==> src/rtl/imem_loader_if.sv <==
// Byte-stream and instruction-memory write bus for imem_loader.
// The master side is the host stream and the memory; the slave side is the loader.
interface imem_loader_if;
    logic        byte_valid;
    logic [7:0]  byte_data;
    logic        byte_last;
    logic        byte_ready;
    logic        mem_we;
    logic [31:0] mem_addr;
    logic [31:0] mem_wdata;

    modport master (
        output byte_valid, byte_data, byte_last,
        input  byte_ready, mem_we, mem_addr, mem_wdata
    );

    modport slave (
        input  byte_valid, byte_data, byte_last,
        output byte_ready, mem_we, mem_addr, mem_wdata
    );
endinterface

==> src/rtl/imem_loader.sv <==
// Instruction-memory loader: packs a big-endian byte stream into 32-bit words
// written at word addresses 0,1,2,... while holding the core.
module imem_loader #(
    parameter int unsigned DEPTH  = 32,
    parameter int unsigned ADDR_W = 5
) (
    input  logic              clk,
    input  logic              rst_n,
    input  logic              start,
    imem_loader_if.slave      bus,
    output logic              cpu_hold,
    output logic              load_done,
    output logic              load_err,
    output logic [ADDR_W:0]   words_loaded
);
    localparam int unsigned CNT_W = ADDR_W + 1;

    // FIN is the write cycle of the final word; DONE follows it.
    localparam logic [2:0] S_IDLE = 3'd0;
    localparam logic [2:0] S_LOAD = 3'd1;
    localparam logic [2:0] S_FIN  = 3'd2;
    localparam logic [2:0] S_DONE = 3'd3;
    localparam logic [2:0] S_ERR  = 3'd4;

    logic [2:0]       state, state_d;
    logic [1:0]       byte_cnt, byte_cnt_d;
    logic [CNT_W-1:0] cnt_d;
    logic [31:0]      pack, pack_d, pack_new;
    logic             we_d;
    logic [31:0]      addr_d, wdata_d;
    logic             hold_d, done_d, err_d;

    assign bus.byte_ready = (state == S_LOAD);

    // Next-state, datapath and registered-output decode.
    always_comb begin
        state_d    = state;
        byte_cnt_d = byte_cnt;
        cnt_d      = words_loaded;
        pack_d     = pack;
        we_d       = 1'b0;
        addr_d     = bus.mem_addr;
        wdata_d    = bus.mem_wdata;
        pack_new   = (byte_cnt == 2'd0) ? 32'h0 : pack;

        case (byte_cnt)
            2'd0:    pack_new[31:24] = bus.byte_data;
            2'd1:    pack_new[23:16] = bus.byte_data;
            2'd2:    pack_new[15:8]  = bus.byte_data;
            default: pack_new[7:0]   = bus.byte_data;
        endcase

        if (start) begin
            // Restart wins over any byte offered in the same cycle.
            state_d    = S_LOAD;
            byte_cnt_d = 2'd0;
            cnt_d      = '0;
            pack_d     = 32'h0;
        end else begin
            case (state)
                S_IDLE: state_d = S_IDLE;
                S_LOAD: begin
                    if (bus.byte_valid) begin
                        if (byte_cnt == 2'd0 && words_loaded == CNT_W'(DEPTH)) begin
                            state_d = S_ERR;
                        end else begin
                            pack_d     = pack_new;
                            byte_cnt_d = 2'(byte_cnt + 2'd1);
                            // Partial last word is already zero-padded in pack_new.
                            if (byte_cnt == 2'd3 || bus.byte_last) begin
                                we_d       = 1'b1;
                                addr_d     = 32'(words_loaded);
                                wdata_d    = pack_new;
                                cnt_d      = CNT_W'(words_loaded + 1'b1);
                                byte_cnt_d = 2'd0;
                                if (bus.byte_last) state_d = S_FIN;
                            end
                        end
                    end
                end
                S_FIN:   state_d = S_DONE;
                S_DONE:  state_d = S_IDLE;
                S_ERR:   state_d = S_ERR;
                default: state_d = S_IDLE;
            endcase
        end

        hold_d = (state_d != S_IDLE);
        done_d = (state_d == S_DONE);
        err_d  = (state_d == S_ERR);
    end

    // State and registered outputs.
    always_ff @(posedge clk or negedge rst_n) begin
        if (!rst_n) begin
            state         <= S_IDLE;
            byte_cnt      <= 2'd0;
            words_loaded  <= '0;
            pack          <= 32'h0;
            bus.mem_we    <= 1'b0;
            bus.mem_addr  <= 32'h0;
            bus.mem_wdata <= 32'h0;
            cpu_hold      <= 1'b0;
            load_done     <= 1'b0;
            load_err      <= 1'b0;
        end else begin
            state         <= state_d;
            byte_cnt      <= byte_cnt_d;
            words_loaded  <= cnt_d;
            pack          <= pack_d;
            bus.mem_we    <= we_d;
            bus.mem_addr  <= addr_d;
            bus.mem_wdata <= wdata_d;
            cpu_hold      <= hold_d;
            load_done     <= done_d;
            load_err      <= err_d;
        end
    end
endmodule
==> src/flat_wrapper.sv <==
// flat-port wrapper written by rule: the top's interface ports become plain ports
module imem_loader_flat 
#(
    parameter int unsigned DEPTH  = 32,
    parameter int unsigned ADDR_W = 5
)
  (clk, rst_n, start, cpu_hold, load_done, load_err, words_loaded, bus_byte_valid, bus_byte_data, bus_byte_last, bus_byte_ready, bus_mem_we, bus_mem_addr, bus_mem_wdata);
  imem_loader_if bus_i ();
  input  logic clk;
  input  logic rst_n;
  input  logic start;
  output logic cpu_hold;
  output logic load_done;
  output logic load_err;
  output logic [ADDR_W:0] words_loaded;
  input wire logic [$bits(bus_i.byte_valid)-1:0] bus_byte_valid;
  input wire logic [$bits(bus_i.byte_data)-1:0] bus_byte_data;
  input wire logic [$bits(bus_i.byte_last)-1:0] bus_byte_last;
  output wire logic [$bits(bus_i.byte_ready)-1:0] bus_byte_ready;
  output wire logic [$bits(bus_i.mem_we)-1:0] bus_mem_we;
  output wire logic [$bits(bus_i.mem_addr)-1:0] bus_mem_addr;
  output wire logic [$bits(bus_i.mem_wdata)-1:0] bus_mem_wdata;
  assign bus_i.byte_valid = bus_byte_valid;
  assign bus_i.byte_data = bus_byte_data;
  assign bus_i.byte_last = bus_byte_last;
  assign bus_byte_ready = bus_i.byte_ready;
  assign bus_mem_we = bus_i.mem_we;
  assign bus_mem_addr = bus_i.mem_addr;
  assign bus_mem_wdata = bus_i.mem_wdata;
  imem_loader #(.DEPTH(DEPTH), .ADDR_W(ADDR_W)) u_core (.clk(clk), .rst_n(rst_n), .start(start), .bus(bus_i), .cpu_hold(cpu_hold), .load_done(load_done), .load_err(load_err), .words_loaded(words_loaded));
endmodule
==> config.mk <==
export PLATFORM = sky130hd
export DESIGN_NAME = imem_loader_flat
export DESIGN_NICKNAME = d
export VERILOG_FILES = /design/src/rtl/imem_loader_if.sv /design/src/rtl/imem_loader.sv /design/src/flat_wrapper.sv
export SDC_FILE = /design/constraint.sdc
export NUM_CORES = 1
export LEC_CHECK = 0
export CORE_MARGIN = 2
export CORE_UTILIZATION = 30
export DETAILED_ROUTE_END_ITERATION = 7
export HOLD_SLACK_MARGIN = 0.03
export SETUP_SLACK_MARGIN = 0.1
export SLEW_MARGIN = 5
export SYNTH_ARGS = -nofsm -noshare
export SYNTH_HDL_FRONTEND = slang
export SYNTH_SLANG_ARGS = --single-unit
==> constraint.sdc <==
create_clock -name clk -period 2.2 [get_ports clk]
set_clock_uncertainty 0.05 [all_clocks]
set_input_delay 0.33 -clock clk [delete_from_list [all_inputs] [get_ports clk]]
set_output_delay 0.33 -clock clk [all_outputs]
set_load 0.01 [all_outputs]
# Word level (Yosys, flattened, before mapping)
# Cells that the tools add are included.
# word_totals
regBits,85
inputBits,13
out_inout_bits,75
# op_classes
addsub,2
eq_ne,10
n_mux,30
bitwise_logic,2
reduce_logical,11
# op_table
op,n
$mux W32,5
$mux W8,4
$mux W6,5
$mux W3,5
$mux W2,5
$pmux W3 S3,1
$add A6 B1 Y6 const B,1
$eq A3 B2 Y1 const B,2
$eq A3 B3 Y1 const B,2
$eq A6 B6 Y1 const B,1
$reduce_bool A2 Y1,3
$mux W1,5
$reduce_and A5 Y1,1
$eq A2 B2 Y1 const B,2
$reduce_and A4 Y1,1
$eq A3 B1 Y1 const B,1
$reduce_and A3 Y1,1
$reduce_bool A3 Y1,1
$reduce_or A3 Y1,1
$add A2 B1 Y2 const B,1
$eq A2 B1 Y1 const B,1
$logic_not A2 Y1,1
$ne A2 B2 Y1 const B,1
$not A1 Y1,2
2 further kinds,2

# Depth between registers and ports, before layout
# depth
ltp_word,8
ltp_mapped,7

# Worst setup path after synthesis
# Ideal clock, no wire load.
# synth_timing
kind,register -> register
start,reg u_core.byte_cnt[0]
end,reg u_core.bus.mem_addr[3]
arrival_ps,1965
path_slack_ps,61
stages_incl_launch_ff,7
n_path_buf,1
path_cell_list,dfrtp_1 -> inv_1 -> ha_1 -> and4bb_4 -> a2111oi_4 -> buf_4 -> mux2_2
# synth_via
elab_chain_cells,4
# synth_rtl
item,line_no,text
start: declaration,imem_loader.sv:26,"logic [1:0] byte_cnt, byte_cnt_d;"
start signal: assignment,imem_loader.sv:108,byte_cnt <= byte_cnt_d;
$logic_not A2 Y1,imem_loader.sv:64,if (byte_cnt == 2'd0 && words_loaded == CNT_W'(DEPTH)) begin
$logic_and A1 B1 Y1,imem_loader.sv:64,
$not A1 Y1 (no source line),--,
$reduce_and A5 Y1 (no source line) *,--,
end signal: assignment,imem_loader.sv:112,bus.mem_addr <= addr_d;
end: declaration,imem_loader_if.sv:19,"output byte_ready, mem_we, mem_addr, mem_wdata"
# Every way passes the cells marked *; elsewhere a longest branch is shown, timed or not.
# A chain may end at the register's enable or synchronous reset.

# Worst setup path after layout
# layout_timing
start,reg u_core.byte_cnt[1]
end,reg u_core.bus.mem_wdata[14]
# layout_via
elab_chain_cells,4
# layout_rtl
item,line_no,text
$logic_not A2 Y1,"imem_loader.sv:44, imem_loader.sv:64",
$logic_and A1 B1 Y1,imem_loader.sv:64,
$not A1 Y1 (no source line),--,
$reduce_and A5 Y1 (no source line),--,
end signal: assignment,imem_loader.sv:113,bus.mem_wdata <= wdata_d;
end: declaration,imem_loader_if.sv:19,
# Parallel ways exist; a longest one is shown, timed or not.

==> impl_metrics.py <==
metrics = {
    "die": {
        "die_h_um": 119.6,
        "die_w_um": 119.6,
        "design.portCount": 88,
        "initial_utilization_pct": 30.53,
        "coreArea_um2": 13140,
        "floorplan_die_area_um2": 14310,
        "placementRows": 42,
    },
    "detailed_routing": {
        "drt.antenna.violating_nets": 0,
        "drt-vias-per-instance": 4.697,
        "routed_wirelength_mm": 9.837,
        "dr_vias": 3095,
        "drt-initial-drc-count": 197,
        "detail_route.first_pass.iterations": 4,
        "drt_drc_violations_left": 0,
        "avgRoutedWirePerCell_um": 14.93,
    },
    "place": {
        "placed_cells_incl_taps": 637,
        "detailed_placement_wirelength_estimate_mm": 6.861,
        "preCtsSetupSlack_ps": -100.6,
        "placement.io_buffers": 61,
        "gp_congestion": 0.8109,
    },
    "timing": {
        "hold_slack_ps": 427.5,
        "fmax_mhz": 507.9,
        "finalCritPeriodShare_pct": 89.50,
        "setup_slack_ps": 231.1,
        "fin_crit_ps": 1969,
        "setup-violations-final": 0,
        "final_hold_fails": 0,
        "slew_viol_final": 0,
        "setup_repair_after_global_routing_missed_its_margin": "no",
    },
    "clocking": {
        "max-clock-path-buffers": 2,
        "htreeDepth": 3,
        "clkSinkCount": 85,
        "clk_root_buf": "sky130_fd_sc_hd__clkbuf_16",
        "cts_tree": "built",
        "clk_pin_slew_ps": 60,
        "numCtsBuffers": 9,
        "clock_insertion_delay_worst_skew_ps": 330,
    },
    "synthesis": {
        "synth_top_area_cell": "sky130_fd_sc_hd__dfrtp_1",
        "syn-mean-instance-area_um2": 10.39,
        "synth_seq_area_share_pct": 53.03,
        "synth.most_common_cell": "sky130_fd_sc_hd__dfrtp_1",
        "postSynthCellCount": 386,
        "synth_enable_flop_cells": 0,
        "synth.area.top_cells": "sky130_fd_sc_hd__dfrtp_1, sky130_fd_sc_hd__buf_4, sky130_fd_sc_hd__o32ai_1, sky130_fd_sc_hd__a21oi_1, sky130_fd_sc_hd__nor2_1",
        "synth_warnings": 0,
        "async_reset_ff_share_pct": 100.0,
        "synth-seq-cells": 85,
        "mappedNetlistArea_um2": 4011,
        "synth_top_cell_area_share_pct": 53.03,
        "dominantRegCellSynth": "sky130_fd_sc_hd__dfrtp_1",
        "synthDistinctLibCells": 39,
        "yosys-top-cells-count": "sky130_fd_sc_hd__dfrtp_1, sky130_fd_sc_hd__nor2_1, sky130_fd_sc_hd__a21oi_1, sky130_fd_sc_hd__inv_1, sky130_fd_sc_hd__buf_4",
    },
    "finish": {
        "nNetsFinal": 497,
        "nFillCells": 1289,
        "diodes": 0,
        "final_cell_count_no_fill": 659,
        "area.growth.synth_to_final_pct": 32.72,
        "post_route_cells_drive_above_1_share_pct": 14.49,
    },
    "power": {
        "leakage_uw": 0.002302,
        "totalPowerFinal_uw": 4442,
        "peakVddDrop_uv": 366.5,
        "powerDensity_nw_per_um2": 834.4,
    },
    "global_routing": {
        "grt_antenna_before_repair": 0,
        "global_route.usage.met3_pct": 3.945,
        "grt_remaining_overflow": 0,
        "grt_most_used_layer": "met2",
        "globalRouteTotalUtil_pct": 14.34,
        "grt_max_degree": 43,
        "global_route_wire_length_before_repair_mm": 16.21,
        "globalRouteMet2Util_pct": 22.32,
        "globalRouteMet1Util_pct": 19.06,
        "grt_pass1_vias": 3136,
    },
    "min_path": {
        "hold_class": "input port to async pin",
    },
    "job": {
        "max_cap_violations": 0,
    },
    "worst_setup_path": {
        "critical_path_at_ps": 2130,
        "crit_fanout": 30,
        "path_class": "flop to flop",
        "end_kind": "flop",
        "r2r_setup_slack_ps": 230,
        "critical_path.startpoint_type": "flop",
        "required_ps": 2370,
    },
    "run_status": {
        "status": "completed",
    },
}
sequential cells by signal, summed over array words and instances, names as in the netlist:
register              flops
u_core.bus.mem_addr       6
u_core.words_loaded       6
u_core.load_err           1
u_core.cpu_hold           1
u_core.pack              32
u_core.load_done          1
u_core.bus.mem_we         1
u_core.state              3
u_core.bus.mem_wdata     32
u_core.byte_cnt           2
final timing paths:
kind	start	end	cells past startpoint
hold reg to reg	u_core.bus.mem_addr[0]	u_core.bus.mem_addr[0]	1
hold / removal	rst_n	u_core.load_err	2
setup / recovery	u_core.byte_cnt[1]	u_core.bus.mem_wdata[14]	9
min in group clk	u_core.bus.mem_addr[0]	u_core.bus.mem_addr[0]	1
setup reg to reg	u_core.byte_cnt[1]	u_core.bus.mem_wdata[14]	9
max in group asynchronous	rst_n	u_core.bus.mem_wdata[0]	3
layout make-up:
type                            instances  area [um2]  share of cell area [%]
Clock buffer                            9       225.2                   4.230
Clock inverter                          7       103.9                   1.951
Inverter                               35       131.4                   2.468
Multi-Input combinational cell        245        1567                   29.42
Sequential cell                        85        2130                   40.00
Tap cell                              176       220.2                   4.136
Timing Repair Buffer                  102       947.2                   17.79
per-stage QoR:
stage	instance area, um2	utilization, %	setup TNS (ps)
floorplan	4114	-	0
CTS	5291	40.28	0
finish	5324	40.52	0
global route	5324	40.52	0
detailed placement	4937	37.58	-2005
global placement	4937	37.58	-1759
critical path, cell delays in order, from the launching register on:
cell	delay (ps)
sky130_fd_sc_hd__dfrtp_1	390
sky130_fd_sc_hd__buf_4	150
sky130_fd_sc_hd__ha_1	190
sky130_fd_sc_hd__nor2_1	350
sky130_fd_sc_hd__a2111oi_4	70
sky130_fd_sc_hd__buf_4	170
sky130_fd_sc_hd__buf_4	140
sky130_fd_sc_hd__buf_12	150
sky130_fd_sc_hd__nor2_1	110
sky130_fd_sc_hd__a21oi_1	50
timing repair:
| action | in CTS | in global routing |
|---|---|---|
| hold endpoints to repair | 30 | 0 |
| setup endpoints to repair | 7 | 34 |
| pin swaps | 1 | 1 |
| buffers inserted | 2 | 3 |
| gates resized for setup | 0 | 3 |
| hold buffers | 1 | 0 |
per-layer routing:
metal | wire length, um | up-vias
met3 | 481 | 7
met2 | 4674 | 69
met1 | 4540 | 1527
li1 | - | 1492
met5 | 0 | -
met4 | 140 | 0
logic make-up (layout without fill, tap and decap cells):
group	count (synthesis)	after routing	share of synthesized area, %
AOI/OAI and AO/OA	101	101	17.90
buffers and inverters	81	153	10.57
other	1	26	0.09348
DFF	85	85	53.03
and+or+nand+nor	87	87	10.20
adders and majority gates	6	6	1.871
xor gates and xnor gates	3	3	0.6551
muxes	22	22	5.677
layout by cell type (no fill, tap or decap), drive strengths merged, types with 16 or more instances in the layout:
cell type      instances
a21oi                 40
a22oi                 24
buf                   41
clkdlybuf4s50         60
conb                  26
dfrtp                 85
inv                   38
mux2i                 16
nor2                  53
o32ai                 24
where the power goes:
part           total, uW  switching (uW)  internal (uW)  leakage [uW]
Combinational        936             450            486       0.00105
Clock               1670             657           1010      0.000155
Sequential          1840             101           1740       0.00110
Total               4440            1210           3230       0.00230
Power figures use the tool's default switching activity.
